[config.mk]
export PLATFORM = sky130hd
export DESIGN_NAME = instr_fetch_sequencer
export DESIGN_NICKNAME = d
export VERILOG_FILES = /design/src/rtl/instr_fetch_sequencer.sv
export SDC_FILE = /design/constraint.sdc
export NUM_CORES = 1
export LEC_CHECK = 0
export BUFFER_PORTS_ARGS = -buffer_cell sky130_fd_sc_hd__buf_2
export CORE_MARGIN = 2
export CORE_UTILIZATION = 40
export DETAILED_ROUTE_END_ITERATION = 10
export PLACE_DENSITY = 0.65
export SYNTH_ARGS = -nofsm -noshare
export SYNTH_HDL_FRONTEND = slang
export SYNTH_SLANG_ARGS = --single-unit
[constraint.sdc]
create_clock -name clk -period 2 [get_ports clk]
set_input_delay 0.5 -clock clk [delete_from_list [all_inputs] [get_ports clk]]
set_output_delay 0.5 -clock clk [all_outputs]
set_load 0.05 [all_outputs]
[src/rtl/instr_fetch_sequencer.sv]
// Instruction fetch sequencer: owns the PC, issues ROM/switch words as one-cycle valid pulses,
// with IDLE/RUN/HALTED control. Optional run-mode breakpoint enabled by FETCH_BREAKPOINT_EN.
module instr_fetch_sequencer #(
  parameter int                   ADDR_W   = 5,
  parameter int                   INSTR_W  = 16,
  parameter int                   TICK_DIV = 100000000,
  parameter logic [INSTR_W-1:0]   NOP_WORD = 16'h8000
) (
  input  logic               clk,
  input  logic               reset,
  input  logic               step,
  input  logic               sw_load,
  input  logic               run_toggle,
  input  logic [INSTR_W-1:0] sw_ins,
  input  logic [INSTR_W-1:0] rom_data,
  input  logic               branch_taken,
  input  logic [ADDR_W-1:0]  branch_target,
  input  logic               halt,
`ifdef FETCH_BREAKPOINT_EN
  input  logic               bp_en,
  input  logic [ADDR_W-1:0]  bp_addr,
  output logic               bp_hit,
`endif
  output logic [ADDR_W-1:0]  rom_addr,
  output logic [ADDR_W-1:0]  pc,
  output logic [INSTR_W-1:0] instr,
  output logic               instr_valid,
  output logic               run_active,
  output logic               halted
);

  localparam logic [1:0] S_IDLE   = 2'd0;
  localparam logic [1:0] S_RUN    = 2'd1;
  localparam logic [1:0] S_HALTED = 2'd2;

  localparam int                TICK_W    = (TICK_DIV > 2) ? $clog2(TICK_DIV) : 1;
  localparam logic [TICK_W-1:0] TICK_LAST = TICK_W'(TICK_DIV - 1);

  logic [1:0]         state_q, state_d;
  logic [ADDR_W-1:0]  pc_q, pc_d;
  logic [INSTR_W-1:0] instr_q, instr_d;
  logic               instr_valid_q, instr_valid_d;
  logic [TICK_W-1:0]  tick_q, tick_d;
  logic               rom_issue, sw_issue, terminal, bp_trip;

`ifdef FETCH_BREAKPOINT_EN
  logic bp_hit_q, bp_hit_d;
  assign bp_trip = bp_en && (pc_q == bp_addr);
  assign bp_hit  = bp_hit_q;
`else
  assign bp_trip = 1'b0;
`endif

  assign terminal = (tick_q == TICK_LAST);

  always_comb begin
    state_d       = state_q;
    pc_d          = pc_q;
    instr_d       = NOP_WORD;
    instr_valid_d = 1'b0;
    tick_d        = tick_q;
    rom_issue     = 1'b0;
    sw_issue      = 1'b0;
`ifdef FETCH_BREAKPOINT_EN
    bp_hit_d      = 1'b0;
`endif

    case (state_q)
      S_IDLE: begin
        tick_d = '0;
        if (run_toggle) begin
          state_d = S_RUN;
        end else if (!instr_valid_q) begin
          if (step)         rom_issue = 1'b1;
          else if (sw_load) sw_issue  = 1'b1;
        end
      end
      S_RUN: begin
        if (run_toggle) begin
          state_d = S_IDLE;
          tick_d  = '0;
        end else if (terminal) begin
          tick_d = '0;
          if (bp_trip) begin
            state_d = S_IDLE;
`ifdef FETCH_BREAKPOINT_EN
            bp_hit_d = 1'b1;
`endif
          end else if (!instr_valid_q) begin
            rom_issue = 1'b1;
          end
        end else begin
          tick_d = tick_q + TICK_W'(1);
        end
      end
      S_HALTED: tick_d = '0;
      default: begin
        state_d = S_IDLE;
        tick_d  = '0;
      end
    endcase

    if (rom_issue) begin
      instr_d       = rom_data;
      instr_valid_d = 1'b1;
      pc_d          = pc_q + ADDR_W'(1);
    end
    if (sw_issue) begin
      instr_d       = sw_ins;
      instr_valid_d = 1'b1;
    end

    // Branch/halt qualify the word currently on instr; a branch beats any increment.
    if (instr_valid_q) begin
      if (branch_taken) pc_d = branch_target;
      if (halt) begin
        state_d = S_HALTED;
        tick_d  = '0;
      end
    end
  end

  always_ff @(posedge clk) begin
    if (reset) begin
      state_q       <= S_IDLE;
      pc_q          <= '0;
      instr_q       <= NOP_WORD;
      instr_valid_q <= 1'b0;
      tick_q        <= '0;
`ifdef FETCH_BREAKPOINT_EN
      bp_hit_q      <= 1'b0;
`endif
    end else begin
      state_q       <= state_d;
      pc_q          <= pc_d;
      instr_q       <= instr_d;
      instr_valid_q <= instr_valid_d;
      tick_q        <= tick_d;
`ifdef FETCH_BREAKPOINT_EN
      bp_hit_q      <= bp_hit_d;
`endif
    end
  end

  assign rom_addr    = pc_q;
  assign pc          = pc_q;
  assign instr       = instr_q;
  assign instr_valid = instr_valid_q;
  assign run_active  = (state_q == S_RUN);
  assign halted      = (state_q == S_HALTED);

endmodule

After elaboration in Yosys (flattened, before gate mapping)

Index checks and enable logic that the tools add are counted.

Register bits after elaboration: 51
Bits of input ports: 44
Output and inout port bits: 29
Word-level logic and storage cells: 40

Add/subtract/negate cells: 2
Eq/ne operators: 3
Muxes and demuxes: 29
Reductions and logical operators: 1

Operators with widths:

| kind                    | count |
|---|---|
| $mux W27                | 5 |
| $mux W16                | 2 |
| $add A27 B1 Y27 const B | 1 |
| $eq A27 B27 Y1 const B  | 1 |
| $mux W5                 | 3 |
| $mux W1                 | 13 |
| $mux W2                 | 4 |
| $pmux W2 S3             | 1 |
| $add A5 B1 Y5 const B   | 1 |
| $eq A2 B1 Y1 const B    | 1 |
| $eq A2 B2 Y1 const B    | 1 |
| $logic_not A2 Y1        | 1 |
| $pmux W1 S2             | 1 |

Logic depth before layout (Yosys ltp)

Depth in word-level cells: 7
Depth in mapped cells: 8
Depth with buffers taken out: 6

Worst setup path before layout

Ideal clock, no wire load.

Path type: register to register
From: reg instr_valid_q (netlist: instr_valid)
To: reg instr_valid_q (netlist: instr_valid)
Setup time: 114 ps
Data arrival time: 1,819 ps
Required time: 1,886 ps
Setup slack: 67 ps
Cell stages (with the launch flop): 7
Path buffers: 2
Period minus slack after synthesis: 1,933 ps
Path through: dfxtp_1 > nor4_1 > and2_1 > clkbuf_1 > o31ai_4 > buf_6 > inv_1

Word-level cells in the longest chain between the ends: 6
Elaborated cells between the ends (all ways): 11
Those cells by class: mux (11)

Ends and longest elaborated chain:

| element                | RTL line | source |
|---|---|---|
| start, declared        | 42       | `logic instr_valid_q, instr_valid_d;` |
| start signal, assigned | 137      | `instr_valid_q <= instr_valid_d;` |
| $mux W1                | 89       | `end else if (!instr_valid_q) begin` |
| $mux W1                | 82       | `end else if (terminal) begin` |
| $mux W1                | 79       | `if (run_toggle) begin` |
| $pmux W1 S2            | 68       | `case (state_q)` |
| $mux W1                | 103      | `if (rom_issue) begin` |
| $mux W1 *              | 108      | `if (sw_issue) begin` |

Every way passes the cells marked *; elsewhere a longest branch is shown, timed or not.
A chain may end at the register's enable or synchronous reset.

Worst setup path in the final report

From: reg tick_q[0]
To: reg pc_q[3] (netlist: pc[3])

Word-level cells in the longest chain between the ends: 7

Ends and longest elaborated chain:

| element                | RTL line | source |
|---|---|---|
| start, declared        | 43       | `logic [TICK_W-1:0] tick_q, tick_d;` |
| start signal, assigned | 138      | `tick_q <= tick_d;` |
| $eq A27 B27 Y1 *       | 54       | `assign terminal = (tick_q == TICK_LAST);` |
| $mux W1 *              | 82       |  |
| $mux W1 *              | 79       |  |
| $pmux W1 S2 *          | 68       |  |
| $mux W5 *              | 103      |  |
| $mux W5                | 115      | `if (branch_taken) pc_d = branch_target;` |
| $mux W5 *              | 114      | `if (instr_valid_q) begin` |
| end signal, assigned   | 135      | `pc_q <= pc_d;` |
| end, declared          | 40       | `logic [ADDR_W-1:0] pc_q, pc_d;` |

Marked as above.

==> results by group <==
Floorplanning
  – Die ar.: 6370 sq um
  – # rows: 27
  – IO Count: 73
  – Width of the die: 79.8 um
  – CORE AREA: 5540 sq um
  – Die extent in y: 79.8 um
  – Initial Util: 0.415

GRT
  – GRT Total Usage: 0.160
  – Largest net degree at the start of global routing: 27
  – Congestion Overflow GR: 0
  – Vias in the first global route: 1920
  – Initial antenna violation count: 0
  – First-pass GRT wire length: 8.14 mm

Pwr
  – Leak: 1.20 nW
  – P per Cell Area: 772 nW/um^2
  – Tot Pwr: 2.23 mW
  – Worst vdd ir: 0.000361 V

Placed design
  – Dpl cell area: 2740 sq um
  – Hpwl dp: 3.55 mm
  – Number of instances in the placed design: 408
  – Gpl congestion: 0.803
  – Worst slack, placed: -0.0144 ns
  – IO Port Bufs: 72

Critical path
  – Req. time, crit path: 2.22 ns
  – CP peak stage delay: 0.38 ns
  – Crit path kind: reg -> reg
  – Startpoint types: register
  – Worst path cell trace: ha_1 > and3_1 > nand2_2 > nor4_4 > buf_4 > o21ai_0 > a211oi_1
  – CP arrival: 2.07 ns
  – Crit-path slowest cell: dfxtp_1
  – CP max FO: 8
  – Crit. End Element: register

Yosys
  – Syn Inst Count: 270
  – Post-synth top area cell: dfxtp_1
  – Seq/Total Area, Yosys: 0.444
  – Syn Nets: 316
  – Ranking of synthesized cells by area: dfxtp_1 44%, xnor2_1 7.6%, nand2_1 6.9%
  – Distinct cells, synth: 37
  – Synth warnings: 0
  – Post-synthesis register bit count: 51
  – Yosys top cell area share: 0.444
  – Mapped Area: 2300 sq um
  – Mapped Avg Cell Area: 8.52 sq um

Layout
  – Layout cell share with drive strength beyond 1: 0.299
  – Design area: 2890 sq um
  – Filler cell count in the final layout: 537
  – Area grow syn2layout: 25.7%
  – Final Util: 0.522
  – Final #Nets: 390
  – Layout Cells excl Fill: 417
  – Ant. Diodes: 0

CTS
  – Num CTS Buffers: 5
  – TritonCTS clock tree: done
  – Post-cts hold buffer count: 0
  – Worst-skew pair later-pin latency: 0.30 ns
  – Clock buffer depth: 2
  – Deepest level of the CTS H-tree: 2
  – Worst-path clk slew: 0.09 ns
  – Sink Count: 51
  – Clock tree root driver cell: clkbuf_8

STA
  – Peak Freq: 0.542 GHz
  – Rel. slew slack: 0.684
  – RSZ-0062 raised after global routing: no
  – Final Hold Fails: 0
  – Fin worst setup slack: 0.157 ns
  – Final setup violating endpoints: 0
  – Final min period: 1.84 ns
  – Max-slew violation count: 0
  – Slew @ Worst Pin: 0.472 ns
  – Final clock skew: 0.00561 ns
  – Tcrit/Tclk final: 0.922

Routing
  – Wirelength per Cell: 11.8 um
  – Total wire length: 4.90 mm
  – Pre-antenna DRT Iters: 4
  – Vias per cell: 4.93
  – Via Count: 2056
  – Iter 0 DRT Violations: 90
  – Post-route ant nets: 0
  – DR DRC count: 0

Run status
  – Status: finished clean

Min path
  – Class of the worst hold path: in -> reg

Flow run
  – Max-Cap Viols: 0
==> timing repair <==
action | 4_1_cts | 5_1_grt
setup buffers | 0 | 1
pin swaps | 1 | 1
setup endpoints to repair | 7 | 15
gates resized for setup | 0 | 0
==> per-layer routing <==
layer	part of all wire	global-route usage	vias to the layer above	routed length, um
met2	0.49	0.275	51	2410
met1	0.45	0.192	928	2190
met5	0	0	-	0
li1	-	-	1068	-
met3	0.043	0.0385	9	211
met4	0.020	0.0593	0	97
==> state kept, by name, indices dropped and copies added (netlist names) <==
name / flops
pc: 5
tick_q: 27
instr: 16
state_q: 2
instr_valid: 1
==> report_power, final <==
group | switching, mW | leakage [nW] | internal (mW)
sequential | 0.0223 | 0.413 | 1.04
combinational | 0.229 | 0.719 | 0.107
clock | 0.331 | 0.0654 | 0.500
==> Yosys cell counts <==
cell / instances
a211o_1: 1
a211oi_1: 2
a21oi_1: 7
a21oi_2: 9
a31oi_1: 3
and2_1: 2
and3_1: 6
and3b_1: 1
and4_1: 3
and4bb_2: 1
buf_1: 1
buf_2: 4
buf_4: 5
buf_6: 1
clkbuf_1: 3
dfxtp_1: 51
ha_1: 2
inv_1: 8
nand2_1: 42
nand2_2: 2
nand3_1: 13
nand3b_1: 2
nand4_1: 5
nor2_1: 33
nor2b_1: 2
nor3_1: 8
nor3b_1: 2
nor4_1: 9
nor4_4: 1
o211a_1: 1
o211ai_1: 3
o21ai_0: 7
o31ai_4: 1
or2_2: 1
or3_1: 2
xnor2_1: 20
xor2_1: 6
==> worst max-delay path: cells and delay by family, from the launching register on <==
kind | cells | cell delay [ns]
AOI/OAI and AO/OA | 2 | 0.27
DFF | 1 | 0.38
adders and majority gates | 1 | 0.19
and+or+nand+nor | 3 | 0.71
buffers and inverters | 1 | 0.21
==> logic make-up (layout without fill, tap and decap cells) <==
kind of cell | count (synthesis) | after routing | synth area share
AND/OR/NAND/NOR | 135 | 135 | 0.290
flip-flops | 51 | 51 | 0.444
AO/OA/AOI/OAI | 34 | 34 | 0.107
XOR/XNOR | 26 | 26 | 0.0990
buffers and inverters | 22 | 97 | 0.0495
adder cells (fa/ha/maj) | 2 | 2 | 0.0109
==> path summary, 6_finish.rpt <==
path	slack, ns	cells after the start	endpoint	from
worst max-delay path	0.16	7	pc[3]$_SDFF_PP0_	tick_q[0]$_SDFF_PP0_
worst min register to register	0.47	1	tick_q[0]$_SDFF_PP0_	tick_q[0]$_SDFF_PP0_
worst min-delay path	0.39	2	state_q[1]$_SDFF_PP0_	reset
worst max register to register	0.16	7	pc[3]$_SDFF_PP0_	tick_q[0]$_SDFF_PP0_
==> cells in the final DEF (no fill, tap or decap), types with 5 or more instances in the layout <==
| cell type | netlist | final |
|---|---|---|
| nor3_1 | 8 | 8 |
| inv_1 | 8 | 8 |
| a21oi_1 | 7 | 7 |
| xor2_1 | 6 | 6 |
| nand3_1 | 13 | 13 |
| clkbuf_8 | 0 | 5 |
| buf_2 | 4 | 72 |
| a21oi_2 | 9 | 9 |
| nand2_1 | 42 | 42 |
| and3_1 | 6 | 6 |
| o21ai_0 | 7 | 7 |
| buf_4 | 5 | 7 |
| nand4_1 | 5 | 5 |
| dfxtp_1 | 51 | 51 |
| nor2_1 | 33 | 33 |
| xnor2_1 | 20 | 20 |
| nor4_1 | 9 | 9 |
==> stage by stage <==
stage | setup TNS, ns | hold WS, ns
6_report | 0 | 0.392
3_3_place_gp | 0 | 0.443
2_1_floorplan | 0 | 0.426
4_1_cts | 0 | 0.385
3_5_place_dp | -0.0256 | 0.451
5_1_grt | 0 | 0.389
==> cell type report <==
cell class / count / area (sq um) / share of cell area
clock buffer: 6 / 72.6 / 0.0251
clock inverter: 2 / 60.1 / 0.0208
inverter: 8 / 30.0 / 0.0104
multi-input combinational: 197 / 1160 / 0.403
sequential: 51 / 1020 / 0.353
tap: 72 / 90.1 / 0.0312
timing repair buffer: 81 / 453 / 0.157
No activity file was read; power rests on OpenSTA's default activity.
